`src/rtl/timer_pkg.sv`:
```
// Shared encodings for the timer bank.
//   mode_t  : per-channel counting mode, matches the 2-bit cfg_mode field
//   state_t : per-channel run state
package timer_pkg;

  typedef enum logic [1:0] {
    MODE_UP      = 2'b00,
    MODE_DOWN    = 2'b01,
    MODE_ONESHOT = 2'b10,
    MODE_UPCMP   = 2'b11
  } mode_t;

  typedef enum logic [1:0] {
    ST_IDLE    = 2'b00,
    ST_RUN     = 2'b01,
    ST_EXPIRED = 2'b10
  } state_t;

endpackage

```
`src/rtl/timer_channel.sv`:
```
// One timer channel: mode, load, count and run state.
// Ports:
//   clk, rst        clock, synchronous active-high reset
//   cfg_we          decoded configuration write for this channel
//   cfg_mode        mode to write (timer_pkg::mode_t encoding)
//   cfg_load        reload / compare value to write
//   en              count enable
//   count           registered counter value
//   valid           count was updated on the last edge
//   done            one-cycle terminal-event pulse, aligned with valid
//
// state      | meaning
// ST_IDLE    | configured or reset, not yet counted
// ST_RUN     | has counted at least once since configuration
// ST_EXPIRED | oneshot finished; ignores en until reconfigured
module timer_channel
  import timer_pkg::*;
#(
  parameter int WIDTH = 16
) (
  input  logic             clk,
  input  logic             rst,
  input  logic             cfg_we,
  input  logic [1:0]       cfg_mode,
  input  logic [WIDTH-1:0] cfg_load,
  input  logic             en,
  output logic [WIDTH-1:0] count,
  output logic             valid,
  output logic             done
);

  mode_t            mode, mode_nxt;
  state_t           state, state_nxt;
  logic [WIDTH-1:0] load, load_nxt;
  logic [WIDTH-1:0] count_nxt;
  logic             valid_nxt, done_nxt;

  always_ff @(posedge clk) begin
    if (rst) begin
      mode  <= MODE_UP;
      state <= ST_IDLE;
      load  <= '0;
      count <= '0;
      valid <= 1'b0;
      done  <= 1'b0;
    end else begin
      mode  <= mode_nxt;
      state <= state_nxt;
      load  <= load_nxt;
      count <= count_nxt;
      valid <= valid_nxt;
      done  <= done_nxt;
    end
  end

  always_comb begin
    mode_nxt  = mode;
    state_nxt = state;
    load_nxt  = load;
    count_nxt = count;
    valid_nxt = 1'b0;
    done_nxt  = 1'b0;
    if (cfg_we) begin
      // Configuration overrides any same-cycle enable.
      mode_nxt  = mode_t'(cfg_mode);
      load_nxt  = cfg_load;
      state_nxt = ST_IDLE;
      if (mode_t'(cfg_mode) == MODE_UP || mode_t'(cfg_mode) == MODE_UPCMP)
        count_nxt = '0;
      else
        count_nxt = cfg_load;
    end else if (en && state != ST_EXPIRED) begin
      valid_nxt = 1'b1;
      state_nxt = ST_RUN;
      unique case (mode)
        MODE_UP: begin
          count_nxt = count + WIDTH'(1);
          done_nxt  = &count;
        end
        MODE_UPCMP: begin
          if (count == load) begin
            count_nxt = '0;
            done_nxt  = 1'b1;
          end else begin
            count_nxt = count + WIDTH'(1);
          end
        end
        MODE_DOWN: begin
          if (count == '0) begin
            count_nxt = load;
            done_nxt  = 1'b1;
          end else begin
            count_nxt = count - WIDTH'(1);
          end
        end
        MODE_ONESHOT: begin
          if (count <= WIDTH'(1)) begin
            count_nxt = '0;
            done_nxt  = 1'b1;
            state_nxt = ST_EXPIRED;
          end else begin
            count_nxt = count - WIDTH'(1);
          end
        end
      endcase
    end
  end

endmodule

```
`src/rtl/timer_bank.sv`:
```
// Bank of CHANNELS independent timers sharing one configuration port.
// Ports:
//   clk, rst   clock, synchronous active-high reset
//   cfg_we     configuration write strobe
//   cfg_ch     target channel; values >= CHANNELS are ignored
//   cfg_mode   00 UP, 01 DOWN, 10 ONESHOT, 11 UP_CMP
//   cfg_load   reload value (DOWN/ONESHOT) or compare value (UP_CMP)
//   t_en       per-channel count enable
//   t_valid    per-channel update flag
//   t_out      packed counters, channel i at [i*WIDTH +: WIDTH]
//   t_done     per-channel terminal-event pulse
module timer_bank
  import timer_pkg::*;
#(
  parameter int WIDTH    = 16,
  parameter int CHANNELS = 4,
  parameter int CH_W     = (CHANNELS > 1) ? $clog2(CHANNELS) : 1
) (
  input  logic                      clk,
  input  logic                      rst,
  input  logic                      cfg_we,
  input  logic [CH_W-1:0]           cfg_ch,
  input  logic [1:0]                cfg_mode,
  input  logic [WIDTH-1:0]          cfg_load,
  input  logic [CHANNELS-1:0]       t_en,
  output logic [CHANNELS-1:0]       t_valid,
  output logic [CHANNELS*WIDTH-1:0] t_out,
  output logic [CHANNELS-1:0]       t_done
);

  logic [CHANNELS-1:0] cfg_sel;

  for (genvar i = 0; i < CHANNELS; i++) begin : g_ch
    // Out-of-range cfg_ch matches no channel, so the write is dropped.
    assign cfg_sel[i] = cfg_we && (cfg_ch == CH_W'(i));

    timer_channel #(.WIDTH(WIDTH)) u_ch (
      .clk      (clk),
      .rst      (rst),
      .cfg_we   (cfg_sel[i]),
      .cfg_mode (cfg_mode),
      .cfg_load (cfg_load),
      .en       (t_en[i]),
      .count    (t_out[i*WIDTH +: WIDTH]),
      .valid    (t_valid[i]),
      .done     (t_done[i])
    );
  end

endmodule

```
`config.mk`:
```
export PLATFORM = sky130hd
export DESIGN_NAME = timer_bank
export DESIGN_NICKNAME = d
export VERILOG_FILES = /design/src/rtl/timer_pkg.sv /design/src/rtl/timer_channel.sv /design/src/rtl/timer_bank.sv
export SDC_FILE = /design/constraint.sdc
export NUM_CORES = 1
export LEC_CHECK = 0
export ABC_CLOCK_PERIOD_IN_PS = 2150
export CELL_PAD_IN_SITES_DETAIL_PLACEMENT = 1
export CELL_PAD_IN_SITES_GLOBAL_PLACEMENT = 1
export CORE_ASPECT_RATIO = 2
export CORE_MARGIN = 2
export CORE_UTILIZATION = 39
export DETAILED_ROUTE_END_ITERATION = 12
export GPL_ROUTABILITY_DRIVEN = 0
export GPL_TIMING_DRIVEN = 1
export PLACE_DENSITY_LB_ADDON = 0.08
export SLEW_MARGIN = 20
export SYNTH_ARGS = -nofsm -noshare
export SYNTH_HDL_FRONTEND = slang
export SYNTH_SLANG_ARGS = --single-unit
```
`constraint.sdc`:
```
create_clock -name clk -period 2.15 [get_ports clk]
set_input_delay 0.43 -clock clk [delete_from_list [all_inputs] [get_ports clk]]
set_output_delay 0.43 -clock clk [all_outputs]
set_load 0.03 [all_outputs]
```
==> impl_metrics.ini <==
[power]
switching_share_pct = 35.51
power_mw = 9.751
vdd_ir_drop_max_mv = 0.5905
p_per_area_nw_per_um2 = 644.5
p_clk_share_pct = 33.0
seq_power_share_pct = 32.0
pwr-share-comb_pct = 35.0
p_int_mw = 6.288
p_leak_nw = 6.586
p_sw_mw = 3.463

[route]
wl_met1_um = 18380
vias = 12370
drtPass1Iterations = 5
drt_iter0_drc = 862
post-route-drc-count = 0
met2_length_um = 25750
wl_per_cell_um = 23.54
avgViaCountPerCell = 5.898
wl_um = 49380
routed.top_layer = met4
antenna_left = 0
wl_met3_um = 1841

[setup_path]
startpoint_type = flip-flop
cp_max_fo = 5
reg2reg_depth = 8
cp_data_required_time_ps = 2470
crit_path_end_kind = flip-flop
reg2reg_slack_ps = -160
cp.arrival_ps = 2630
critPathKind = flip-flop to flip-flop

[global_route]
grt_first_pass_wirelength_um = 73850
grt_max_degree = 98
antenna_found_initial = 0
grt_usage_pct = 33.64
grt_remaining_overflow = 0
grt_pass1_vias = 12820

[clock_network]
cts_buffer_depth = 2
clkSinkCount = 152
h-tree-depth = 4
cts_buffers = 17
clk_latency_ps = 460
clkSlewWorstSetupHoldPaths_ps = 70
root_buffer = clkbuf_16
cts_tree = built

[sta]
setup_ws_ps = -156.4
post-route-period-util_pct = 107.3
slew_viol_final = 0
worstMarginPinSlew_ps = 546.0
hold_violations = 0
max_freq_mhz = 433.6
rsz0062_at_grt = true
holdWs_ps = 429.9
post-route-min-period_ps = 2306
setup_tns_ps = -2116
fin_worst_skew_ps = 10.67
finalSetupViolations = 28
relSlewSlack_pct = 63.47

[finish]
nets = 1776
drive_above_1_share_pct = 26.51
areaGrowthSynthToFinish_pct = 41.28
n_antenna_cell = 0
final_core_util_pct = 56.00

[synthesis]
synth_compound_area_share_pct = 23.16
synth_top_area_share_pct = 28.42
synth_xor_area_share_pct = 14.40
async_reset_ff_share_pct = 0
avgSynthCellArea_sq_um = 7.374
synth_ff_type = dfxtp_1
synth_nets = 1491
synthCells = 1452
synth_cell_types = 78
synth_area_sq_um = 10710
synth_fa_ha_area_share_pct = 1.402
synth-seq-area-share_pct = 28.42
synth_edf_count = 0
ys_ff_latch = 152
yosys.area_share.simple_pct = 25.72
synthTopCellsByArea = dfxtp_1 28%, xor2_1 9.4%, nand2_1 8.6%
synth_top_family_by_area = simple AND/OR/NAND/NOR gates
yosysWarningCount = 0
synth_largest_area_cell = dfxtp_1
synthMuxAreaShare_pct = 0.1870

[floorplanning]
die_x_um = 121.2
die_y_um = 238.3
ios = 99
core_sq_um = 27010
initial_utilization_pct = 39.64
dieArea_sq_um = 28880
rows = 85

[placement]
dp_slack_ps = -438.4
io_buffers = 98
hpwl_um = 37450

[worst_hold_path]
holdPathStages = 5
hp-class = input pin to flip-flop

[outcome]
status = finished, violations left
violations = negative setup slack

[flow_run]
drv_cap = 0
==> layout by cell type (no fill, tap or decap), drive strengths merged, types with 5 or more instances in the layout <==
| cell | instances |
|---|---|
| o21ai | 55 |
| a31oi | 11 |
| o221ai | 19 |
| a21oi | 151 |
| o211ai | 5 |
| nand4 | 23 |
| o31a | 6 |
| o2bb2ai | 9 |
| o22ai | 7 |
| inv | 28 |
| nor3 | 39 |
| nand3 | 46 |
| clkbuf | 18 |
| a221oi | 28 |
| nor3b | 5 |
| dfxtp | 152 |
| dlygate4sd2 | 30 |
| or3 | 7 |
| o22a | 6 |
| clkdlybuf4s50 | 53 |
| o211a | 8 |
| xor2 | 115 |
| nor2 | 101 |
| and2 | 10 |
| buf | 310 |
| and3 | 10 |
| or2 | 5 |
| nor4 | 36 |
| a211oi | 14 |
| dlymetal6s2s | 14 |
| or4 | 7 |
| nand2b | 17 |
| o21a | 13 |
| ha | 12 |
| nand2 | 244 |
| clkinv | 6 |
| xnor2 | 61 |
| a22o | 7 |
==> Yosys cell counts, drive strengths merged (17+ instances only) <==
| master | number |
|---|---|
| o21ai | 55 |
| nor2 | 101 |
| o221ai | 19 |
| inv | 25 |
| nand2b | 17 |
| xor2 | 115 |
| clkbuf | 100 |
| dfxtp | 152 |
| nand2 | 244 |
| nand3 | 46 |
| xnor2 | 61 |
| nand4 | 23 |
| buf | 42 |
| nor4 | 36 |
| a21oi | 151 |
| a221oi | 28 |
| nor3 | 39 |
==> final cells by class <==
cell class / count / area (sq um)
Clock buffer: 18 / 429.2
Tap cell: 348 / 435.4
Multi-Input combinational cell: 1134 / 7396
Clock inverter: 14 / 172.7
Inverter: 25 / 93.84
Timing Repair Buffer: 407 / 3501
Sequential cell: 152 / 3100
Fill cell: 3366 / 11890
==> critical path: stages, from the launching register on <==
cell	delay, ps
dfxtp_4	340
or4_4	530
or3_4	440
buf_12	150
nor2_4	120
o22a_4	230
buf_6	140
o221a_2	200
nor3_2	40
==> kinds of logic after synthesis <==
group | Yosys count
flops | 152
fa+ha+maj | 12
buf+inv | 167
compound gates | 375
simple gates | 568
xor+xnor | 176
mux | 2
==> routing by layer <==
layer  vias up  track usage, %
li1       5687               -
met5         -               0
met1      6069           36.57
met2       446           60.78
met4         0           20.62
met3       171           4.230
==> power by group through the flow <==
stage               clock network [mW]  logic [mW]  registers, mW
floorplan                            0        1.67           3.24
global placement                     0        3.07           3.17
detailed placement                   0        3.12           3.18
CTS                               3.24        3.25           3.12
global route                      3.35        3.61           3.13
finish                            3.22        3.41           3.12
==> sequential cells by signal, indices dropped and copies added, names as in the netlist <==
| signal | cells |
|---|---|
| g_ch.u_ch.count | 64 |
| g_ch.u_ch.done | 4 |
| g_ch.u_ch.load | 64 |
| g_ch.u_ch.mode | 8 |
| g_ch.u_ch.state | 8 |
| g_ch.u_ch.valid | 4 |
==> worst paths after layout <==
| kind | start | end |
|---|---|---|
| setup / recovery | g_ch[3].u_ch.count[12]$_SDFFE_PP0P_ | g_ch[3].u_ch.count[3]$_SDFFE_PP0P_ |
| hold / removal | rst | g_ch[0].u_ch.state[1]$_SDFFE_PP0P_ |
| setup reg to reg | g_ch[3].u_ch.count[12]$_SDFFE_PP0P_ | g_ch[3].u_ch.count[3]$_SDFFE_PP0P_ |
| hold reg to reg | g_ch[1].u_ch.state[1]$_SDFFE_PP0P_ | g_ch[1].u_ch.state[1]$_SDFFE_PP0P_ |
==> metrics by stage <==
step	instances	instance area [sq um]
5_1_grt	2098	15130
2_1_floorplan	1452	10990
4_1_cts	2088	14790
3_3_place_gp	2049	14030
3_5_place_dp	2049	14030
6_report	2098	15130
==> repair_timing <==
| action | in CTS | in global routing |
|---|---|---|
| gates cloned | 2 | 2 |
| hold buffers | 0 | 0 |
| endpoints found under the setup margin | 72 | 81 |
| setup buffers | 5 | 9 |
| pin swaps | 12 | 27 |
| gates resized for setup | 63 | 71 |
(Power assumes the default switching activity.)
